$ cat config.mk
export PLATFORM = sky130hd
export DESIGN_NAME = e1_clk_tune_ctrl
export DESIGN_NICKNAME = d
export VERILOG_FILES = /design/src/rtl/e1_clk_tune_ctrl_pkg.sv /design/src/rtl/e1_clk_tune_ctrl_sat_add.sv /design/src/rtl/e1_clk_tune_ctrl.sv
export SDC_FILE = /design/constraint.sdc
export NUM_CORES = 1
export LEC_CHECK = 0
export BUFFER_PORTS_ARGS = -buffer_cell sky130_fd_sc_hd__buf_2
export CELL_PAD_IN_SITES_DETAIL_PLACEMENT = 1
export CELL_PAD_IN_SITES_GLOBAL_PLACEMENT = 1
export CORE_ASPECT_RATIO = 0.6
export CORE_UTILIZATION = 30
export DETAILED_ROUTE_END_ITERATION = 8
export PLACE_DENSITY = 0.62
export SETUP_SLACK_MARGIN = 0.05
export SYNTH_ARGS = -nofsm -noshare
export SYNTH_HDL_FRONTEND = slang
export SYNTH_SLANG_ARGS = --single-unit
$ cat constraint.sdc
create_clock -name clk -period 11.6 [get_ports clk]
set_clock_uncertainty 0.15 [all_clocks]
set_input_delay 1.16 -clock clk [delete_from_list [all_inputs] [get_ports clk]]
set_output_delay 1.16 -clock clk [all_outputs]
set_load 0.1 [all_outputs]
$ cat src/rtl/e1_clk_tune_ctrl_pkg.sv
// Shared types, widths and helpers for the E1 clock-tune loop.
package e1_clk_tune_ctrl_pkg;

   localparam int TUNE_W = 24;
   localparam int CNT_W  = 16;

   typedef enum logic [1:0] {
      ST_IDLE   = 2'd0,
      ST_PRIME  = 2'd1,
      ST_ACCUM  = 2'd2,
      ST_UPDATE = 2'd3
   } state_t;

   function automatic logic signed [CNT_W:0] clamp_err(input logic signed [CNT_W:0] e,
                                                        input logic signed [CNT_W:0] lim);
      if (e > lim)
         return lim;
      else if (e < -lim)
         return -lim;
      else
         return e;
   endfunction

endpackage

$ cat src/rtl/e1_clk_tune_ctrl_sat_add.sv
// Unsigned tune word plus signed offset, saturated to the unsigned word range.
module e1_clk_tune_ctrl_sat_add
   import e1_clk_tune_ctrl_pkg::*;
(
   input  logic        [TUNE_W-1:0] i_a,
   input  logic signed [TUNE_W:0]   i_b,
   output logic        [TUNE_W-1:0] o_sum
);

   logic [TUNE_W+1:0] w_sum;

   assign w_sum = {2'b00, i_a} + {i_b[TUNE_W], i_b};

   // Top bit set means the sum went negative; next bit set means it passed the word range.
   always_comb begin
      if (w_sum[TUNE_W+1])
         o_sum = '0;
      else if (w_sum[TUNE_W])
         o_sum = '1;
      else
         o_sum = w_sum[TUNE_W-1:0];
   end

endmodule

$ cat src/rtl/e1_clk_tune_ctrl.sv
// Disciplines the local oscillator to the E1 RX rate by averaging per-SOF tick
// deltas and steering a 24-bit tune word split across two PDM channels.
module e1_clk_tune_ctrl
   import e1_clk_tune_ctrl_pkg::*;
#(
   parameter int TARGET    = 2048,
   parameter int LOG_AVG   = 3,      // 1..7
   parameter int ERR_CLAMP = 255,
   parameter bit INVERT    = 1'b0
) (
   input  logic              clk,
   input  logic              rst,
   input  logic              i_cap_stb,
   input  logic [CNT_W-1:0]  i_cap_val,
   input  logic              i_cfg_en,
   input  logic              i_cfg_load,
   input  logic [TUNE_W-1:0] i_cfg_init,
   input  logic [3:0]        i_cfg_shift,
   input  logic [15:0]       i_cfg_lock_tol,
   output logic [11:0]       o_tune_hi,
   output logic [11:0]       o_tune_lo,
   output logic              o_tune_stb,
   output logic              o_locked,
   output logic              o_no_sig
);

   // state  | meaning
   // IDLE   | loop disabled, word held, locked cleared
   // PRIME  | waiting for first capture to use as reference
   // ACCUM  | accumulating clamped per-SOF errors
   // UPDATE | one cycle: apply correction and evaluate lock

   localparam int ES_W = CNT_W + 1 + LOG_AVG;

   state_t                    r_state;
   logic [TUNE_W-1:0]         r_word;
   logic [CNT_W-1:0]          r_ref;
   logic signed [ES_W-1:0]    r_err_sum;
   logic [LOG_AVG-1:0]        r_cnt;
   logic [1:0]                r_lock_cnt;
   logic                      r_locked;
   logic                      r_tune_stb;
   logic                      r_no_sig;

   logic [CNT_W-1:0]          w_delta;
   logic signed [CNT_W:0]     w_err_raw;
   logic signed [CNT_W:0]     w_err;
   logic signed [ES_W-1:0]    w_err_ext;
   logic signed [ES_W-1:0]    w_base_sum;
   logic [LOG_AVG-1:0]        w_base_cnt;
   logic signed [ES_W-1:0]    w_sh;
   logic signed [TUNE_W:0]    w_corr;
   logic signed [TUNE_W:0]    w_corr_dir;
   logic [ES_W-1:0]           w_abs;
   logic                      w_in_tol;
   logic [TUNE_W-1:0]         w_word_upd;

   assign w_delta    = i_cap_val - r_ref;
   assign w_err_raw  = $signed({1'b0, w_delta}) - $signed((CNT_W+1)'(TARGET));
   assign w_err      = clamp_err(w_err_raw, (CNT_W+1)'(ERR_CLAMP));
   assign w_err_ext  = {{LOG_AVG{w_err[CNT_W]}}, w_err};
   assign w_base_sum = (r_state == ST_UPDATE) ? '0 : r_err_sum;
   assign w_base_cnt = (r_state == ST_UPDATE) ? '0 : r_cnt;

   assign w_sh       = r_err_sum >>> i_cfg_shift;
   assign w_corr     = {{(TUNE_W+1-ES_W){w_sh[ES_W-1]}}, w_sh};
   assign w_corr_dir = INVERT ? -w_corr : w_corr;
   assign w_abs      = r_err_sum[ES_W-1] ? -r_err_sum : r_err_sum;
   assign w_in_tol   = {{16{1'b0}}, w_abs} <= {{ES_W{1'b0}}, i_cfg_lock_tol};

   e1_clk_tune_ctrl_sat_add u_sat_add (
      .i_a   (r_word),
      .i_b   (w_corr_dir),
      .o_sum (w_word_upd)
   );

   always_ff @(posedge clk or posedge rst) begin
      if (rst) begin
         r_state    <= ST_IDLE;
         r_word     <= '0;
         r_ref      <= '0;
         r_err_sum  <= '0;
         r_cnt      <= '0;
         r_lock_cnt <= '0;
         r_locked   <= 1'b0;
         r_tune_stb <= 1'b0;
         r_no_sig   <= 1'b0;
      end else begin
         r_tune_stb <= 1'b0;
         if (!i_cfg_en) begin
            r_state    <= ST_IDLE;
            r_err_sum  <= '0;
            r_cnt      <= '0;
            r_lock_cnt <= '0;
            r_locked   <= 1'b0;
         end else begin
            case (r_state)
               ST_IDLE: r_state <= ST_PRIME;
               ST_PRIME: begin
                  if (i_cap_stb) begin
                     r_ref   <= i_cap_val;
                     r_state <= ST_ACCUM;
                  end
               end
               ST_ACCUM, ST_UPDATE: begin
                  if (r_state == ST_UPDATE) begin
                     r_word     <= w_word_upd;
                     r_tune_stb <= 1'b1;
                     r_state    <= ST_ACCUM;
                     r_err_sum  <= '0;
                     r_cnt      <= '0;
                     // lock_cnt already at 3 means this is the 4th good window in a row
                     if (w_in_tol) begin
                        if (r_lock_cnt != 2'd3)
                           r_lock_cnt <= r_lock_cnt + 2'd1;
                        r_locked <= (r_lock_cnt == 2'd3);
                     end else begin
                        r_lock_cnt <= '0;
                        r_locked   <= 1'b0;
                     end
                  end
                  if (i_cap_stb) begin
                     r_ref <= i_cap_val;
                     if (w_delta == '0) begin
                        r_no_sig  <= 1'b1;
                        r_err_sum <= '0;
                        r_cnt     <= '0;
                     end else begin
                        r_no_sig  <= 1'b0;
                        r_err_sum <= w_base_sum + w_err_ext;
                        r_cnt     <= w_base_cnt + LOG_AVG'(1);
                        if (r_state == ST_ACCUM && r_cnt == '1)
                           r_state <= ST_UPDATE;
                     end
                  end
               end
               default: r_state <= ST_IDLE;
            endcase
         end
         if (i_cfg_load) begin
            r_word     <= i_cfg_init;
            r_tune_stb <= 1'b1;
            r_err_sum  <= '0;
            r_cnt      <= '0;
            r_lock_cnt <= '0;
            r_locked   <= 1'b0;
         end
      end
   end

   assign o_tune_hi  = r_word[23:12];
   assign o_tune_lo  = r_word[11:0];
   assign o_tune_stb = r_tune_stb;
   assign o_locked   = r_locked;
   assign o_no_sig   = r_no_sig;

endmodule

* Word-level counts from Yosys, hierarchy flattened
Cells that the tools add are included.
Storage, ports and cells: memories 0, memory bits (writable) 0, bits in read-only memories 0, latch bits 0, register bits 70, output and inout bits 27
Operators by class: equal/unequal tests 10, reduce and logical (&&, ||, !) cells 13, div/mod/pow operators 0, bitwise logic cells 0, mux-type cells 44, magnitude comparators 3, shifts and indexed selects 1, $mul 0, add/sub/neg operators 7
Operators with widths (count):
- 24-bit 2-to-1 mux | 6
- 20-bit 2-to-1 mux | 7
- 17-bit 2-to-1 mux | 2
- 25-bit by 20-bit adder with 26-bit output | 1
- 2-bit 2-to-1 mux | 12
- 20-bit by 17-bit adder with 20-bit output | 1
- 20-bit by 16-bit <= comparator with 1-bit output | 1
- 20-bit negator | 1
- 20-bit by 4-bit >>> shifter with 20-bit output | 1
- 3-bit 2-to-1 mux | 6
- 17-bit by 9-bit > comparator with 1-bit output (second input constant) | 1
- 17-bit by 9-bit less-than comparator with 1-bit output (second input constant) | 1
- 16-bit by 12-bit subtractor with 17-bit output (second input constant) | 1
- 16-bit logical NOT | 1
- 16-bit subtractor | 1
- 3-bit AND reduction | 4
- 1-bit 2-to-1 mux | 10
- 2-bit equality test (second input constant) | 3
- 3-bit by 1-bit != test with 1-bit output (second input constant) | 2
- 2-bit case mux with 3 select lines | 1
- 2-bit nonzero test | 3
- 4-bit by 3-bit != test with 1-bit output (second input constant) | 1
- 3-bit by 1-bit adder with 3-bit output (second input constant) | 1
- 3-bit equality test (second input constant) | 1
- other kinds (9) | 9

* Depth between registers and ports, before layout
depth in word-level cells 11, depth in mapped cells 27

* Cells and area by module
From an unflattened synthesis, not the netlist that was laid out.
Unflattened totals: cell total of the unflattened synthesis 1015, area, all modules 8229.1 µm²
By module, submodules not included:
- e1_clk_tune_ctrl | area an instance 6872.8 µm², times used 1, cells an instance 835
- e1_clk_tune_ctrl_sat_add | area an instance 1356.3 µm², times used 1, cells an instance 180

* Least setup slack after synthesis
Ideal clock, no wire load.
path type input to register, start input i_cap_val[0], end register r_err_sum[19], path slack 4.789 ns, required time 11.322 ns, stages on the path 25, arrival time 6.534 ns, path buffers 1, cells stage by stage inv_1 ha_1 fa_1 nor2b_1 o31a_2 o211ai_2 or3_1 a31o_1 a211oi_4 nand2b_4 or3_1 ha_1 buf_1 inv_1 a221o_1 ha_1 a21oi_1 o211ai_1 a311oi_1 o21ai_0 o21ai_0 o21ai_0 and3_1 o2111ai_1 nand3_1
On the way: word-level cells in the longest chain between the ends 11, elaborated cells between the ends (all ways) 13
RTL lines:
- from (decl) | line e1_clk_tune_ctrl.sv:14 | input logic [CNT_W-1:0] i_cap_val,
- 16-bit subtractor (*) | line e1_clk_tune_ctrl.sv:58 | assign w_delta = i_cap_val - r_ref;
- 16-bit by 12-bit subtractor with 17-bit output | line e1_clk_tune_ctrl.sv:59 | assign w_err_raw = $signed({1'b0, w_delta}) - $signed((CNT_W+1)'(TARGET));
- 17-bit by 9-bit less-than comparator with 1-bit output | line e1_clk_tune_ctrl_pkg.sv:18 | else if (e < -lim)
- 17-bit 2-to-1 mux | line e1_clk_tune_ctrl_pkg.sv:18
- 17-bit 2-to-1 mux | line e1_clk_tune_ctrl_pkg.sv:16 | if (e > lim)
- 20-bit by 17-bit adder with 20-bit output | line e1_clk_tune_ctrl.sv:130 | r_err_sum <= w_base_sum + w_err_ext;
- 20-bit 2-to-1 mux (*) | line e1_clk_tune_ctrl.sv:124 | if (w_delta == '0) begin
- 20-bit 2-to-1 mux (*) | line e1_clk_tune_ctrl.sv:122 | if (i_cap_stb) begin
- 20-bit 2-to-1 mux (*) | line e1_clk_tune_ctrl.sv:97 | case (r_state)
- 20-bit 2-to-1 mux (*) | line e1_clk_tune_ctrl.sv:90 | if (!i_cfg_en) begin
- 20-bit 2-to-1 mux (*) | line e1_clk_tune_ctrl.sv:140 | if (i_cfg_load) begin
- to (signal assigned) | line e1_clk_tune_ctrl.sv:130
- to (decl) | line e1_clk_tune_ctrl.sv:38 | logic signed [ES_W-1:0] r_err_sum;
Every way passes the cells marked *; elsewhere a longest branch is shown, timed or not. The select of a mux whose other input is x is not followed. A chain may end at the register's enable or synchronous reset.

* Final worst setup path
Same ends and word-level chain as after synthesis.

==> flow_summary.ini <==
[clocking]
cts.sinks = 70
cts_resized = 0
ctsHoldBuffers = 0
cts_buffers = 9
cts_tree = built
post_cts.repair.setup_buffers = 0
clk_pin_slew_ns = 0.07
clockRootBuffer = clkbuf_16
clk_latency_ns = 0.36
h-tree-depth = 3
cts_buffer_depth = 2

[finish]
mostFrequentLayoutCells = buf_2, nand2_1, ha_1
drive_above_1_share_pct = 16.9
nets = 1186
area_delta_synth_final_pct = 12.5
diodes = 0
layout_commonest_cell = buf_2
final_util_pct = 34.5
finalNonFillerCells = 1400

[setup_path]
required_ns = 11.69
critPathKind = in -> reg
crit_path_max_fanout = 9
arrival_ns = 7.42
slowest_delay_ns = 0.54
critPathLaunch = i_cap_val[0]
slowest_stage = a311oi_1
worst_setup_path_endpoint = r_err_sum[19]
r2r-end = r_err_sum[19]
startpoint_type = primary input
crit_path_end_kind = flop
worst_r2r_path_depth = 23
rrSetupSlack_ns = 4.82
reg2reg_from = r_ref[0]

[yosys]
avgSynthCellArea_um2 = 8.30
synth_cells = 982
synthesis.nets = 1132
ys.flop_type = dfrtp_1
synth_seq_cells = 70
synth_area_um2 = 8150
ys_top_cells_by_area = dfrtp_1, ha_1, xnor2_1, nand2_1, a21oi_1
synth_top_area_share_pct = 21.5
async_flop_share_pct = 100
synth_top_area_cell = dfrtp_1
seq_area_frac_synth_pct = 21.5
synth_edf_count = 0
synth_warnings = 0
ys_types = 87

[sta]
finalMaxSlewViolations = 0
fin_crit_ns = 7.33
worst_slew_pin_slew_ns = 1.17
period_share_pct = 63.2
tns_ns = 0
hold_viol = 0
fmax_ghz = 0.136
relSlewSlack_pct = 22.2
rsz0062_at_grt = no
setup-violations-final = 0

[detailed_routing]
detail-route-antenna-nets = 0
via_per_inst = 5.36
via_count = 7497
drtIter0Drc = 511
wirelength_um = 25900
drt_pre_antenna_iters = 5
avgRoutedWirePerCell_um = 18.5
drc = 0

[placed_design]
detailed_place_hpwl_um = 20400
placed_cells = 1385
gp_congestion = 0.841
numPortBuffers = 91

[die]
dieWidth_um = 215
rows = 46
dieArea_um2 = 27800
ios = 92
start_util_pct = 30.7
die_y_um = 130
core_area_um2 = 26500

[global_routing]
grt_max_degree = 47
grt_pass1_vias = 7399
grt_pass1_wl_um = 41900
overflow = 0
grt_usage_pct = 19.1
antenna_found_initial = 0

[hold_path]
hold_path.class = reg -> reg

[power]
powerDensity_nw_per_um2 = 175
p_leak_uw = 0.00422
peakVddDrop_uv = 84.3

[flow_run]
drv_cap = 0

[status]
status = finished clean
[power by group]
part           internal [uW]  switching (uW)
clock network            215             123
registers                290            42.4
logic                    306             627
total                    811             792
[cell usage after synthesis, drive strengths merged, types with 23 or more instances]
cell type,number
a21oi,68
xnor2,43
nor2,52
clkbuf,27
buf,27
and2,23
inv,63
a22oi,24
ha,82
dfrtp,70
o21ai,83
nand2,88
[cell families (layout without fill, tap and decap cells)]
group                      after synthesis  in the layout  share of synthesized area (%)
AOI/OAI and AO/OA                      329            329                           27.8
and+or+nand+nor                        274            274                           17.5
buffers and inverters                  119            177                           6.39
adders and majority gates               85             85                           13.3
DFF                                     70             70                           21.5
xor gates and xnor gates                58             58                           6.23
muxes                                   47             47                           7.20
[how the worst min path moves through the flow]
stage	startpoint	endpoint	slack, ns	depth (start not counted)
finish	r_ref[11]	r_ref[11]	0.36	1
global route	r_ref[10]	r_ref[10]	0.37	1
CTS	r_ref[14]	r_ref[14]	0.36	1
detailed placement	o_no_sig	o_no_sig	0.34	2
global placement	o_no_sig	o_no_sig	0.33	2
floorplan	r_lock_cnt[1]	r_lock_cnt[1]	0.32	1
[state kept, by name, indices dropped and copies added, names as in the netlist]
register    count
o_tune_stb      1
r_word         24
r_state         2
r_cnt           3
o_locked        1
o_no_sig        1
r_ref          16
r_err_sum      20
r_lock_cnt      2
[critical path, delay by kind of cell]
family                     cells  cell delay, ns
AOI/OAI and AO/OA             12            3.18
adders and majority gates      4            1.42
and+or+nand+nor                6            1.31
buffers and inverters          3            0.32
[routing by layer]
layer  share of wire [%]  vias to the layer above  track usage, %
met2                  38                      136            25.8
met5                   0                        -               0
met3                 4.5                       13            3.85
met4                 1.0                        0            3.87
li1                    -                     3711               -
met1                  57                     3637            30.2
[area by class of cell]
type | instances | area (um2)
inverters | 65 | 245
well taps | 360 | 450
fillers | 3166 | 17400
repair buffers | 97 | 500
multi-input cells | 793 | 5880
flip-flops and latches | 70 | 1750
clock inverters | 4 | 95.1
clock buffers | 11 | 243
[per-stage QoR]
step / power [uW] / hold WS (ns) / area (um2) / setup slack, ns
final: 1600 / 0.356 / 9170 / 4.27
after floorplan: 1070 / 0.320 / 8150 / 4.79
after detailed placement: 1260 / 0.339 / 8830 / 3.94
after global routing: 1710 / 0.374 / 9170 / 3.78
after CTS: 1610 / 0.362 / 9170 / 4.29
after global placement: 1250 / 0.329 / 8830 / 4.20
No activity file was read; power rests on OpenSTA's default activity.
